<file path="config.mk">
export PLATFORM = sky130hd
export DESIGN_NAME = div3_burst_ctrl_flat
export DESIGN_NICKNAME = d
export VERILOG_FILES = /design/src/rtl/div3_burst_ctrl_pkg.sv /design/src/rtl/div3_burst_ctrl_if.sv /design/src/rtl/div3_burst_ctrl_div3comb.sv /design/src/rtl/div3_burst_ctrl.sv /design/src/flat_wrapper.sv
export SDC_FILE = /design/constraint.sdc
export NUM_CORES = 1
export LEC_CHECK = 0
export ABC_CLOCK_PERIOD_IN_PS = 2320
export CAP_MARGIN = 20
export CORE_MARGIN = 2
export CORE_UTILIZATION = 35
export DETAILED_ROUTE_END_ITERATION = 16
export GPL_ROUTABILITY_DRIVEN = 1
export GPL_TIMING_DRIVEN = 1
export SLEW_MARGIN = 10
export SYNTH_ARGS = -nofsm -noshare
export SYNTH_HDL_FRONTEND = slang
export SYNTH_HIERARCHICAL = 1
export SYNTH_SLANG_ARGS = --single-unit
export TNS_END_PERCENT = 100
</file>
<file path="constraint.sdc">
create_clock -name clk -period 2.32 [get_ports clk]
set_input_delay 0.58 -clock clk [delete_from_list [all_inputs] [get_ports clk]]
set_output_delay 0.58 -clock clk [all_outputs]
set_load 0.005 [all_outputs]
</file>
<file path="src/rtl/div3_burst_ctrl_pkg.sv">
// Shared types and constants for the divide-by-3 burst sequencer.
// Build option: DIV3_PAUSE_EN adds a pause input to the control interface.
package div3_pkg;

  typedef enum logic [1:0] {
    IDLE = 2'd0,
    RUN  = 2'd1,
    DONE = 2'd2
  } state_t;

  localparam logic [3:0] CNT_RST  = 4'h0;
  localparam logic [3:0] CNT_TERM = 4'h2;

endpackage

</file>
<file path="src/rtl/div3_burst_ctrl_if.sv">
// Control/observe bundle between a host FSM (master) and div3_burst_ctrl (slave).
// Build option: DIV3_PAUSE_EN adds the pause signal to both modports.
interface div3_burst_ctrl_if #(
  parameter int CNT_W = 8
);

  logic             start;
  logic             stop;
  logic [CNT_W-1:0] burst_len;
  logic             busy;
  logic             tick;
  logic             done;
  logic [CNT_W-1:0] tick_cnt;
  logic [3:0]       cnt;
`ifdef DIV3_PAUSE_EN
  logic             pause;

  modport master (
    output start, stop, burst_len, pause,
    input  busy, tick, done, tick_cnt, cnt
  );

  modport slave (
    input  start, stop, burst_len, pause,
    output busy, tick, done, tick_cnt, cnt
  );
`else
  modport master (
    output start, stop, burst_len,
    input  busy, tick, done, tick_cnt, cnt
  );

  modport slave (
    input  start, stop, burst_len,
    output busy, tick, done, tick_cnt, cnt
  );
`endif

endinterface

</file>
<file path="src/rtl/div3_burst_ctrl_div3comb.sv">
// Next-state logic of the divide-by-3 counter: 0 -> 1 -> 2 -> 0.
// Out-of-range counts simply increment; they never occur in normal operation.
module div3Comb
  import div3_pkg::*;
(
  input  logic [3:0] cnt,
  output logic [3:0] nxtCnt,
  output logic       three
);

  assign three  = (cnt == CNT_TERM);
  assign nxtCnt = three ? CNT_RST : cnt + 4'h1;

endmodule

</file>
<file path="src/rtl/div3_burst_ctrl.sv">
// Burst sequencer: runs burst_len divide-by-3 periods per start, ticking once per period.
// Build option: DIV3_PAUSE_EN enables the pause input (frozen counting while in RUN).
module div3_burst_ctrl
  import div3_pkg::*;
#(
  parameter int CNT_W = 8
) (
  input  logic clk,
  input  logic rst_n,
  div3_burst_ctrl_if.slave bus
);

  state_t           state_q;
  logic [3:0]       cnt_q;
  logic [CNT_W-1:0] len_q;
  logic [CNT_W-1:0] tickCnt_q;
  logic             tick_q;
  logic             done_q;
  logic             busy_q;

  logic [3:0]       nxtCnt;
  logic             three;
  logic [CNT_W-1:0] tickInc;
  logic             pauseEn;

`ifdef DIV3_PAUSE_EN
  assign pauseEn = bus.pause;
`else
  assign pauseEn = 1'b0;
`endif

  assign tickInc = tickCnt_q + {{(CNT_W-1){1'b0}}, 1'b1};

  div3Comb u_div3Comb (
    .cnt    (cnt_q),
    .nxtCnt (nxtCnt),
    .three  (three)
  );

  // Every output is registered; tick and done fall back to zero unless set this edge.
  always_ff @(posedge clk) begin
    if (!rst_n) begin
      state_q   <= IDLE;
      cnt_q     <= CNT_RST;
      len_q     <= '0;
      tickCnt_q <= '0;
      tick_q    <= 1'b0;
      done_q    <= 1'b0;
      busy_q    <= 1'b0;
    end else begin
      tick_q <= 1'b0;
      done_q <= 1'b0;
      case (state_q)
        IDLE: begin
          cnt_q  <= CNT_RST;
          busy_q <= 1'b0;
          if (bus.start) begin
            len_q     <= bus.burst_len;
            tickCnt_q <= '0;
            busy_q    <= 1'b1;
            if (bus.burst_len == '0) begin
              state_q <= DONE;
              done_q  <= 1'b1;
            end else begin
              state_q <= RUN;
            end
          end
        end
        RUN: begin
          // Abort wins over both pause and completion of the final period.
          if (bus.stop) begin
            state_q <= IDLE;
            cnt_q   <= CNT_RST;
            busy_q  <= 1'b0;
          end else if (!pauseEn) begin
            cnt_q <= nxtCnt;
            if (three) begin
              tick_q    <= 1'b1;
              tickCnt_q <= tickInc;
              if (tickInc == len_q) begin
                state_q <= DONE;
                done_q  <= 1'b1;
              end
            end
          end
        end
        DONE: begin
          state_q <= IDLE;
          cnt_q   <= CNT_RST;
          busy_q  <= 1'b0;
        end
        default: begin
          state_q <= IDLE;
          cnt_q   <= CNT_RST;
          busy_q  <= 1'b0;
        end
      endcase
    end
  end

  assign bus.busy     = busy_q;
  assign bus.tick     = tick_q;
  assign bus.done     = done_q;
  assign bus.tick_cnt = tickCnt_q;
  assign bus.cnt      = cnt_q;

endmodule

</file>
<file path="src/flat_wrapper.sv">
// flat-port wrapper written by rule: the top's interface ports become plain ports
module div3_burst_ctrl_flat import div3_pkg::*;
#(
  parameter int CNT_W = 8
)
  (clk, rst_n, bus_start, bus_stop, bus_burst_len, bus_busy, bus_tick, bus_done, bus_tick_cnt, bus_cnt);
  div3_burst_ctrl_if #(.CNT_W(CNT_W)) bus_i ();
  input  logic clk;
  input  logic rst_n;
  input wire logic [$bits(bus_i.start)-1:0] bus_start;
  input wire logic [$bits(bus_i.stop)-1:0] bus_stop;
  input wire logic [$bits(bus_i.burst_len)-1:0] bus_burst_len;
  output wire logic [$bits(bus_i.busy)-1:0] bus_busy;
  output wire logic [$bits(bus_i.tick)-1:0] bus_tick;
  output wire logic [$bits(bus_i.done)-1:0] bus_done;
  output wire logic [$bits(bus_i.tick_cnt)-1:0] bus_tick_cnt;
  output wire logic [$bits(bus_i.cnt)-1:0] bus_cnt;
  assign bus_i.start = bus_start;
  assign bus_i.stop = bus_stop;
  assign bus_i.burst_len = bus_burst_len;
  assign bus_busy = bus_i.busy;
  assign bus_tick = bus_i.tick;
  assign bus_done = bus_i.done;
  assign bus_tick_cnt = bus_i.tick_cnt;
  assign bus_cnt = bus_i.cnt;
  div3_burst_ctrl #(.CNT_W(CNT_W)) u_core (.clk(clk), .rst_n(rst_n), .bus(bus_i));
endmodule
</file>
==> results.md, run 1 <==
- Post-synth EDFFs: 0
- Worst-Margin Slew: 0.4555 ns
- I/O pin count: 27
- Clk buf depth: 2
- Final hold viol count: 0
- Initial Util: 35.95%
- Worst ir drop on vdd: 227.2 uV
- Layout cells sized above 1: 7.647%
- Seq/Total Area, Yosys: 38.31%
- Slew HR: 69.55%
- Routed vias: 1125
- Slew Viols, Final: 0
- Hold_buf cts: 0
- Most common cell after layout, fill and taps aside: clkdlybuf4s50_1
- Total negative slack: 0 ns
- Achievable clock frequency: 499.6 MHz
- Worst hold margin: 0.5301 ns
- Diodes inserted: 0
- Arrival time worst endpoint: 2.16 ns
- CTS HTree Levels: 1
- RSZ-0062 raised after global routing: false
- Total Wirelength: 2.994 mm
- Largest net degree at the start of global routing: 18
- Gpl congestion: 0.7537
- Ys flop type: dfxtp_1
- Area grow syn2layout: 28.45%
- Register bit total from synthesis: 25
- Critical path type: register to register
- Buffers added on ports: 26
- First-pass GRT wire length: 5.078 mm
- Final setup vio count: 0
- Fin nets: 184
- Most frequent cells in the layout: clkdlybuf4s50_1, dfxtp_1, nor2b_1, a21oi_1, xnor2_1
- GRT Resource Usage Total: 15.29%
- Post-Syn Area: 1306 sq um
- Period Utilization, post-route: 86.28%
- DP HPWL: 2.276 mm
- CTS Buf Count: 3
- Number of global-route vias before repair: 1052
- Post-synthesis cell count: 141
- CP Data Required Time: 2.48 ns
- Worst skew pair latency: 0.26 ns
- Cell Pwr Density: 490.5 nW/um^2
- Run status: complete, no violations
- Leakage: 0.6127 nW
- Synth warn: 6
- Worst path max stage delay: 0.41 ns
- CTS tree: yes
- Worst Skew: 0.003532 ns
- Max_cap viols: 0
- Min-delay worst type: register to register
- DRC: 0
- Syn avg cell area: 9.264 sq um
- Synth async-reset ratio: 0%
- Syn Nets: 154
- Clk slew on worst S/H paths: 0.09 ns
- Initial antenna violation count: 0
- Avg Vias per Cell: 5.161
- CP max FO: 6
- Worst setup SP type: register
- CP Cell Sequence: ha_1 -> nand3_1 -> and3b_1 -> nor4_2 -> nand4b_1 -> a32o_1
- CP delay by family, top: simple AND/OR/NAND/NOR gates
- FP Rows: 22
- Setup bufs post-CTS: 0
- Post-CTS Resized: 0
- Grt ovf: 0
- Slowest stage cell, crit path: dfxtp_1
- Core area: 3633 sq um
- Sink Count: 25
- Final ANT Viol Nets: 0
- Cell Area, Placed: 1633 sq um
- Final instance area: 1678 sq um
- Period minus WS final: 2.002 ns
- Die H: 65.09 microns
- CP endpoint kind: register
- Starting DRT DRC Count: 86
- Netlist cell types: 43
- Die ar.: 4237 sq um
- CTS root buffer: clkbuf_8
- TritonRoute pass-1 iters: 4
- Die width: 65.09 microns
- Drt wl/cell: 13.73 microns
- CP Buf/Inv Count: 0
state kept, by name, summed over array words and instances (netlist names):
register,cells
u_core/state_q,2
u_core/bus.busy,1
u_core/bus.done,1
u_core/bus.tick,1
u_core/bus.cnt,4
u_core/bus.tick_cnt,8
u_core/len_q,8
where the power goes:
part	total (W)	switching, W	internal [W]
sequential	0.000458	0.0000147	0.000443
clock	0.000259	0.000136	0.000123
combinational	0.000106	0.0000437	0.0000625
total	0.000823	0.000195	0.000628
worst register-to-register path: stages (launching register included):
cell,delay [ns]
dfxtp_1,0.41
ha_1,0.32
nand3_1,0.20
and3b_1,0.24
nor4_2,0.27
nand4b_1,0.21
a32o_1,0.25
area by class of cell:
cell class	count	area, sq um
well taps	48	60.06
flip-flops and latches	25	500.5
repair buffers	31	297.8
inverters	1	3.754
clock buffers	4	45.04
multi-input cells	109	770.7
fillers	373	1956
cell usage after synthesis, types with 2 or more instances:
library cell,instances,area share [%]
and2_1,3,1.4
a21oi_1,11,4.2
nand2b_1,3,1.4
nand3_1,4,1.5
clkbuf_1,3,0.86
nor3_1,3,1.1
nor2_1,3,0.86
o21ai_1,3,1.1
buf_4,2,1.1
nor4_1,2,0.96
nand4_1,2,0.96
a21o_1,3,1.7
nand2_1,3,0.86
xor2_1,4,2.7
o21ai_0,2,0.77
dfxtp_1,25,38
and3_1,7,3.4
mux2i_1,8,6.1
nor2b_1,17,8.1
and3b_1,2,1.3
xnor2_1,9,6.0
cells by family after synthesis:
family          synth area share [%]
xor+xnor                       8.717
mux                            6.131
buf+inv                        2.681
simple gates                   29.69
fa+ha+maj                     0.9577
flops                          38.31
compound gates                 13.51
through the flow:
step                 power, W  instances  worst slack [ns]  util, %
floorplan           0.0005263        141            0.5684        -
global placement    0.0005720        214            0.2630    44.94
detailed placement  0.0005747        214            0.2061    44.94
CTS                 0.0008375        218            0.3183    46.18
global route        0.0008673        218            0.1556    46.18
finish              0.0008230        218            0.3183    46.18
layer usage:
| metal | share of wire, % | track usage [%] |
|---|---|---|
| met4 | 1.4 | 6.510 |
| met3 | 2.4 | 1.712 |
| met5 | 0 | 0 |
| met1 | 48 | 20.28 |
| met2 | 48 | 25.26 |
worst paths after layout:
kind	start	end	slack, ns	cells after the start
max	u_core/bus.tick_cnt[1]	u_core/state_q[0]	0.32	6
min	u_core/bus.busy	u_core/bus.busy	0.53	2
max reg2reg	u_core/bus.tick_cnt[1]	u_core/state_q[0]	0.32	6
min reg2reg	u_core/bus.busy	u_core/bus.busy	0.53	2
(Power assumes the default switching activity.)
==> inputs of run 2 (changes only) <==
--- a/config.mk
+++ b/config.mk
@@ -7,7 +7,7 @@
 export LEC_CHECK = 0
 export ABC_CLOCK_PERIOD_IN_PS = 2320
 export CAP_MARGIN = 20
-export CORE_MARGIN = 2
+export CORE_MARGIN = 4
 export CORE_UTILIZATION = 35
 export DETAILED_ROUTE_END_ITERATION = 16
 export GPL_ROUTABILITY_DRIVEN = 1
==> results.md, run 2 (synthesized netlist as in run 1, its figures left out) <==
- Run status: complete, no violations
- Arrival time worst endpoint: 1.37 ns
- CTS HTree Levels: 1
- Crit Reg-Reg Endpoint: u_core/bus.tick_cnt[3]
- Min-delay worst type: register to register
- Worst-Margin Slew: 0.4056 ns
- Buffers added on ports: 26
- Drt wl/cell: 14.06 microns
- Die width: 69.09 microns
- Layout cells sized above 1: 8.235%
- Fin cells: 216
- Cell Pwr Density: 490.0 nW/um^2
- CP endpoint kind: output pin
- Fill count: 352
- Most common cell after layout, fill and taps aside: clkdlybuf4s50_1
- Register Area: 500.5 sq um
- CP Buf/Inv Count: 1
- CTS tree: yes
- Diodes inserted: 0
- Core area: 3468 sq um
- CP delay by family, top: buffers and inverters
- Area grow syn2layout: 28.35%
- CTS Buf Count: 3
- Period minus WS final: 1.951 ns
- DRC: 0
- Slowest stage cell, crit path: clkdlybuf4s50_1
- Worst r2r path cells: 4
- Flop pwr share: 55.7%
- Tot Pwr: 0.0008215 W
- Slew HR: 72.89%
- Setup bufs post-CTS: 0
- Sink Count: 25
- Initial antenna violation count: 0
- Period Utilization, post-route: 84.09%
- Worst setup path start: u_core/bus.tick_cnt[2]
- Most frequent cells in the layout: clkdlybuf4s50_1, dfxtp_1, nor2b_1, a21oi_1, xnor2_1
- Final hold viol count: 0
- Slew Viols, Final: 0
- Final setup vio count: 0
- Grt ovf: 0
- Worst skew pair latency: 0.26 ns
- Final ANT Viol Nets: 0
- Total negative slack: 0 ns
- Total Wirelength: 3.037 mm
- Max_cap viols: 0
- NetSw: 0.0001978 W
- R2R setup slack: 0.44 ns
- Worst Skew: 0.002525 ns
- Worst path max stage delay: 0.57 ns
- Crit. path cell count: 1
- Worst flop-to-flop path startpoint: u_core/bus.cnt[1]
- Critical Path Sink: bus_tick_cnt[2]
- DP HPWL: 2.307 mm
- Die ar.: 4773 sq um
- Footprint of the multi-input gates: 770.7 sq um
- GRT Resource Usage Total: 12.86%
- FP Rows: 21
- CP Cell Sequence: clkdlybuf4s50_1
- Die H: 69.09 microns
- Clk slew on worst S/H paths: 0.09 ns
- Clock power share: 31.6%
- CTS root buffer: clkbuf_8
- Internal power: 0.0006238 W
- Initial Util: 37.66%
- Post-CTS Resized: 0
- CP Data Required Time: 1.74 ns
- Avg Vias per Cell: 5.185
- Number of global-route vias before repair: 1144
- TritonRoute pass-1 iters: 4
- Critical path type: register to output pin
- I/O pin count: 27
- Switch share: 24.08%
- Worst ir drop on vdd: 309.0 uV
- Leakage: 0.6162 nW
- CP max FO: 10
- DP Cell Count: 212
- Gpl congestion: 0.7487
- Largest net degree at the start of global routing: 18
- RSZ-0062 raised after global routing: false
- Fin nets: 184
- Hold_buf cts: 0
- Worst setup SP type: register
- Clk buf depth: 2
- First-pass GRT wire length: 5.285 mm
- Combinational power share: 12.7%
- Achievable clock frequency: 512.6 MHz
- Routed vias: 1120
- Starting DRT DRC Count: 29
==> run 2: cell count changes in the layout (fill, tap and decap cells not counted) <==
| cell | change |
|---|---|
| clkbuf_1 | -1 |
| clkinv_2 | +1 |
==> run 2: power groups by stage <==
| stage | clock [W] | combinational (W) | sequential [W] |
|---|---|---|---|
| finish | 0.000260 | 0.000104 | 0.000458 |
| global route | 0.000282 | 0.000114 | 0.000460 |
| CTS | 0.000265 | 0.000105 | 0.000458 |
| detailed placement | 0 | 0.000104 | 0.000468 |
| global placement | 0 | 0.000102 | 0.000467 |
| floorplan | 0 | 0.0000626 | 0.000464 |
==> run 2: layout make-up <==
class                      instances  area share [%]
inverter                           1          0.2239
multi-input combinational        109           45.97
clock inverter                     1          0.2985
clock buffer                       3           2.463
timing repair buffer              31           17.76
tap                               46           3.433
sequential                        25           29.85
==> run 2: how the worst min path moves through the flow <==
| stage | startpoint | depth (start not counted) | to | slack, ns |
|---|---|---|---|---|
| after detailed placement | u_core/bus.busy | 2 | u_core/bus.busy | 0.51 |
| after global routing | u_core/len_q[2] | 2 | u_core/len_q[2] | 0.56 |
| after floorplan | u_core/len_q[0] | 2 | u_core/len_q[0] | 0.50 |
| after global placement | u_core/bus.busy | 2 | u_core/bus.busy | 0.50 |
| final | u_core/bus.busy | 2 | u_core/bus.busy | 0.53 |
| after CTS | u_core/bus.busy | 2 | u_core/bus.busy | 0.53 |
==> run 2: metal layers <==
metal / GRT usage, % / vias to the layer above / share of wire, %
li1: - / 564 / -
met3: 2.616 / 2 / 3.9
met5: 0 / - / 0
met1: 17.18 / 532 / 49
met4: 2.820 / 0 / 0.43
met2: 21.29 / 22 / 46
==> run 2: metrics by stage <==
stage                     instance area (sq um)  setup slack (ns)  util [%]  hold slack (ns)
after global routing                       1677            0.2779     48.34           0.5611
after detailed placement                   1630            0.1768     47.01           0.5070
after floorplan                            1306            0.5684         -           0.5027
after CTS                                  1677            0.3632     48.34           0.5303
after global placement                     1630            0.2433     47.01           0.4989
final                                      1677            0.3690     48.34           0.5262
==> run 2: worst min-delay path: stages, from the launching register on <==
cell     delay [ns]
dfxtp_1        0.34
a21oi_1        0.06
nor2b_1        0.10
==> inputs of run 3 (changes only) <==
--- a/config.mk
+++ b/config.mk
@@ -5,7 +5,7 @@
 export SDC_FILE = /design/constraint.sdc
 export NUM_CORES = 1
 export LEC_CHECK = 0
-export ABC_CLOCK_PERIOD_IN_PS = 2320
+export ABC_CLOCK_PERIOD_IN_PS = 2000
 export CAP_MARGIN = 20
 export CORE_MARGIN = 4
 export CORE_UTILIZATION = 35
==> constraint.sdc (replaced) <==
create_clock -name clk -period 2 [get_ports clk]
set_input_delay 0.5 -clock clk [delete_from_list [all_inputs] [get_ports clk]]
set_output_delay 0.5 -clock clk [all_outputs]
set_load 0.005 [all_outputs]
==> results.md, run 3 (synthesized netlist as in run 1, its figures left out) <==
- Avg Vias per Cell: 5.238
- Period Utilization, post-route: 93.28%
- Sink Count: 25
- CTS HTree Levels: 1
- Drt wl/cell: 13.97 microns
- CP max FO: 5
- CTS root buffer: clkbuf_8
- Initial Util: 37.66%
- Clk slew on worst S/H paths: 0.08 ns
- Hold Startpoint: u_core/bus.busy
- CTS Buf Count: 3
- Worst-Margin Slew: 0.4556 ns
- Gpl congestion: 0.7998
- Total negative slack: 0 ns
- Tot Pwr: 0.0009554 W
- Worst skew pair latency: 0.26 ns
- Worst hold margin: 0.5210 ns
- Routed vias: 1168
- Most frequent cells in the layout: clkdlybuf4s50_1, dfxtp_1, nor2b_1, buf_4, a21oi_1
- Largest net degree at the start of global routing: 15
- Number of global-route vias before repair: 1113
- Final hold viol count: 0
- DP HPWL: 2.345 mm
- CTS tree: yes
- DRC: 0
- RSZ-0062 raised after global routing: false
- Critical path type: register to register
- Min-delay worst type: register to register
- Worst flop-to-flop path startpoint: u_core/bus.cnt[3]
- Core area: 3468 sq um
- Fin nets: 191
- Diodes inserted: 0
- Most common cell after layout, fill and taps aside: clkdlybuf4s50_1
- Hold_buf cts: 0
- Area grow syn2layout: 32.28%
- TritonRoute pass-1 iters: 4
- Total Wirelength: 3.115 mm
- FP Rows: 21
- Worst Skew: 0.002989 ns
- CP endpoint kind: register
- Die H: 69.09 microns
- Layout cells sized above 1: 11.30%
- Hold endpoint: u_core/bus.busy
- Buffers added on ports: 26
- GRT Resource Usage Total: 12.94%
- Worst setup SP type: register
- Max_cap viols: 0
- Die ar.: 4773 sq um
- Period minus WS final: 1.866 ns
- Post-CTS Resized: 0
- Achievable clock frequency: 536.0 MHz
- Grt ovf: 0
- Crit Reg-Reg Endpoint: u_core/state_q[0]
- Setup bufs post-CTS: 0
- First-pass GRT wire length: 5.230 mm
- I/O pin count: 27
- Leakage: 0.6475 nW
- Hold depth: 2
- Final ANT Viol Nets: 0
- Final setup vio count: 0
- Worst r2r path cells: 5
- Fill count: 338
- Arrival time worst endpoint: 2.02 ns
- Die width: 69.09 microns
- Cell Pwr Density: 552.9 nW/um^2
- Starting DRT DRC Count: 56
- Initial antenna violation count: 0
- Clk buf depth: 2
- Slew Viols, Final: 0
- CP Data Required Time: 2.16 ns
- Slew HR: 69.55%
- Run status: complete, no violations
- R2R setup slack: 0.13 ns
- Worst ir drop on vdd: 248.0 uV
## run 3: per-stage QoR
step	area, sq um	cells	worst slack [ns]	util (%)
after global placement	1683	219	0.01386	48.52
after detailed placement	1683	219	0.02424	48.52
after CTS	1728	223	0.1321	49.82
after global routing	1728	223	0.02354	49.82
final	1728	223	0.1344	49.82
after floorplan	1306	141	0.2484	-
## run 3: layout make-up
cell class | count | area (sq um) | area share, %
Clock buffer | 4 | 45.04 | 2.607
Inverter | 1 | 3.754 | 0.2172
Multi-Input combinational cell | 109 | 770.7 | 44.61
Sequential cell | 25 | 500.5 | 28.96
Tap cell | 46 | 57.56 | 3.331
Timing Repair Buffer | 38 | 350.3 | 20.28
## run 3: critical path: stages, from the launching register on
cell	delay (ns)
dfxtp_1	0.36
nor4b_2	0.47
nand3_1	0.16
nor4_2	0.27
nand4b_1	0.23
a32o_1	0.27
## run 3: how the worst max path moves through the flow
stage,cells after the start,slack (ns),start,end
finish,5,0.13,u_core/bus.cnt[3],u_core/state_q[0]
global route,6,0.02,u_core/bus.cnt[3],u_core/bus.tick_cnt[5]
CTS,5,0.13,u_core/bus.cnt[3],u_core/state_q[0]
detailed placement,6,0.02,bus_burst_len[3],u_core/state_q[1]
global placement,4,0.01,bus_stop,u_core/bus.tick_cnt[3]
floorplan,6,0.25,u_core/bus.tick_cnt[0],u_core/state_q[0]
## run 3: routing by layer
metal | GRT usage [%] | wire, microns | vias up | share of wire (%)
li1 | - | - | 583 | -
met1 | 17.92 | 1563 | 559 | 50
met2 | 20.44 | 1426 | 24 | 46
met3 | 2.616 | 111 | 2 | 3.6
met4 | 3.254 | 13 | 0 | 0.42
met5 | 0 | 0 | - | 0
## run 3: power breakdown
part / internal (W) / total (W) / switching, W
clock: 0.000142 / 0.000297 / 0.000155
sequential: 0.000514 / 0.000531 / 0.0000168
combinational: 0.0000747 / 0.000128 / 0.0000529
==> variant, RTL diff (flow settings as in run 3) <==
The 3 states of `state_t` get a one-hot encoding in 3 bits.
--- a/src/rtl/div3_burst_ctrl_pkg.sv
+++ b/src/rtl/div3_burst_ctrl_pkg.sv
@@ -3,8 +3,8 @@
 package div3_pkg;
 
-  typedef enum logic [1:0] {
-    IDLE = 2'd0,
-    RUN  = 2'd1,
-    DONE = 2'd2
+  typedef enum logic [2:0] {
+    IDLE = 3'b001,
+    RUN  = 3'b010,
+    DONE = 3'b100
   } state_t;
 
Check against the original RTL: no difference found for any inputs over 10 cycles, from zero or initial values and one cycle with rst_n low; not proved beyond that.
==> variant against run 3 <==
  * Total power increased by 18%
  * First-iteration DRC count up 120%
  * Setup slack gained 42 ps
  * Sequential cell count increased by 1
  * Final area increased by 7.6%
  * Synthesized area up 7.2%
  * Final cell count is 13% higher
  * Utilization fell by 0.52 points
  * Global-route usage rose by 0.19 points
  * Clock skew is 0.65 ps lower
  * Hold slack worse by 40 ps
  * Routed wire length up 6.1%
==> variant: results <==
run_status:
  status: "completed"
drt:
  drtPass1Iterations: 4
  drtIter0Drc: 122
  vias: 1305
  wl_mm: 3.306
  via_per_inst: 5.199
cts:
  post-cts-setup-buffers: 0
  clk_pin_slew_ps: 90
  htreeDepth: 1
  clock-root-buffer: "clkbuf_8"
  worst_skew_pair.late_latency_ps: 270
  cts-resized-gates: 0
placement:
  gp_congestion: 0.9084
  dpl_worst_slack_ps: 18.16
  dp_cells: 247
  placed_area_mm2: 0.001788
  place_hpwl_mm: 2.610
worst_hold_path:
  hp-class: "register to register"
  hold_path_end: "u_core/len_q[7]$_SDFFE_PN0P_"
  min-delay-start: "u_core/len_q[7]$_SDFFE_PN0P_"
pwr:
  p_leak_nw: 0.6752
  clk-power_mw: 0.430
  ir_drop_v: 0.0003698
  powerSeq_mw: 0.560
  pg_comb_mw: 0.140
  power_switching_mw: 0.2481
global_route:
  grt_pass1_wl_mm: 5.464
  grt_usage_pct: 13.13
  grt_max_degree: 16
  grt_pass1_vias: 1159
critical_path:
  critPathMaxStageDelay_ps: 560
  r2r-end: "u_core/state_q[1]$_SDFFE_PN0P_"
  crit_end: "bus_tick_cnt[2]"
  path_max_fanout: 8
  arrival_ps: 1320
  crit_slowest_cell: "clkdlybuf4s50_1"
  rrSetupSlack_ps: 180
  crit_family: "buffers and inverters"
  critical_path.startpoint: "u_core/bus.tick_cnt[2]$_SDFFE_PN0P_"
  reg2reg_depth: 7
  worstReg2RegStart: "u_core/bus.tick_cnt[0]$_SDFFE_PN0P_"
timing:
  fin_hold_ws_ps: 480.7
  tightestPinTransition_ps: 527.0
  period_share_pct: 91.18
  skew_ps: 2.342
  slew_viol_final: 0
  finalHoldViolCount: 0
logic_synthesis:
  ys_top_cells_by_count: "27 x nand2_1, 26 x dfxtp_1, 11 x a21oi_1, 10 x nor2b_1, 9 x a21boi_0"
  synth_top_cells_by_area: "dfxtp_1 37%, nand2_1 7.2%, a21boi_0 4.8%"
  ys_types: 45
  async_flop_share_pct: 0
  synth.avg_cell_area_um2: 8.485
  ys_warn_count: 6
  synth_nets: 178
  seq_area_frac_synth_pct: 37.18
cells_and_area:
  drive_above_1_share_pct: 15.76
  layout.nets: 217
==> variant: cell types whose count changed in the layout (fill, tap and decap cells not counted), sizes merged, moves of 3 or more <==
cell and delta:
a21boi +9, mux2i -7, nand2 +25, nor2 +5
nor2b -7, or2 +3, xnor2 -5
==> variant: layout make-up <==
class                      count  area (µm²)
inverter                       1       3.754
sequential                    26       520.5
multi-input combinational    134       853.3
fill                         359        1912
timing repair buffer          38       350.3
clock buffer                   3       41.29
clock inverter                 1       30.03
tap                           48       60.06
==> variant: cell families after synthesis <==
group / Yosys count / share of synthesized area, %
compound gates: 39 / 18.86
xor+xnor: 9 / 5.630
fa+ha+maj: 1 / 0.8935
buf+inv: 5 / 1.876
flops: 26 / 37.18
mux: 1 / 0.7150
simple gates: 84 / 34.85
==> variant: metal layers <==
layer	global-route usage (%)	routed length [µm]
met5	0	0
met2	20.61	1498
met1	18.20	1566
met3	2.665	209
met4	3.758	31
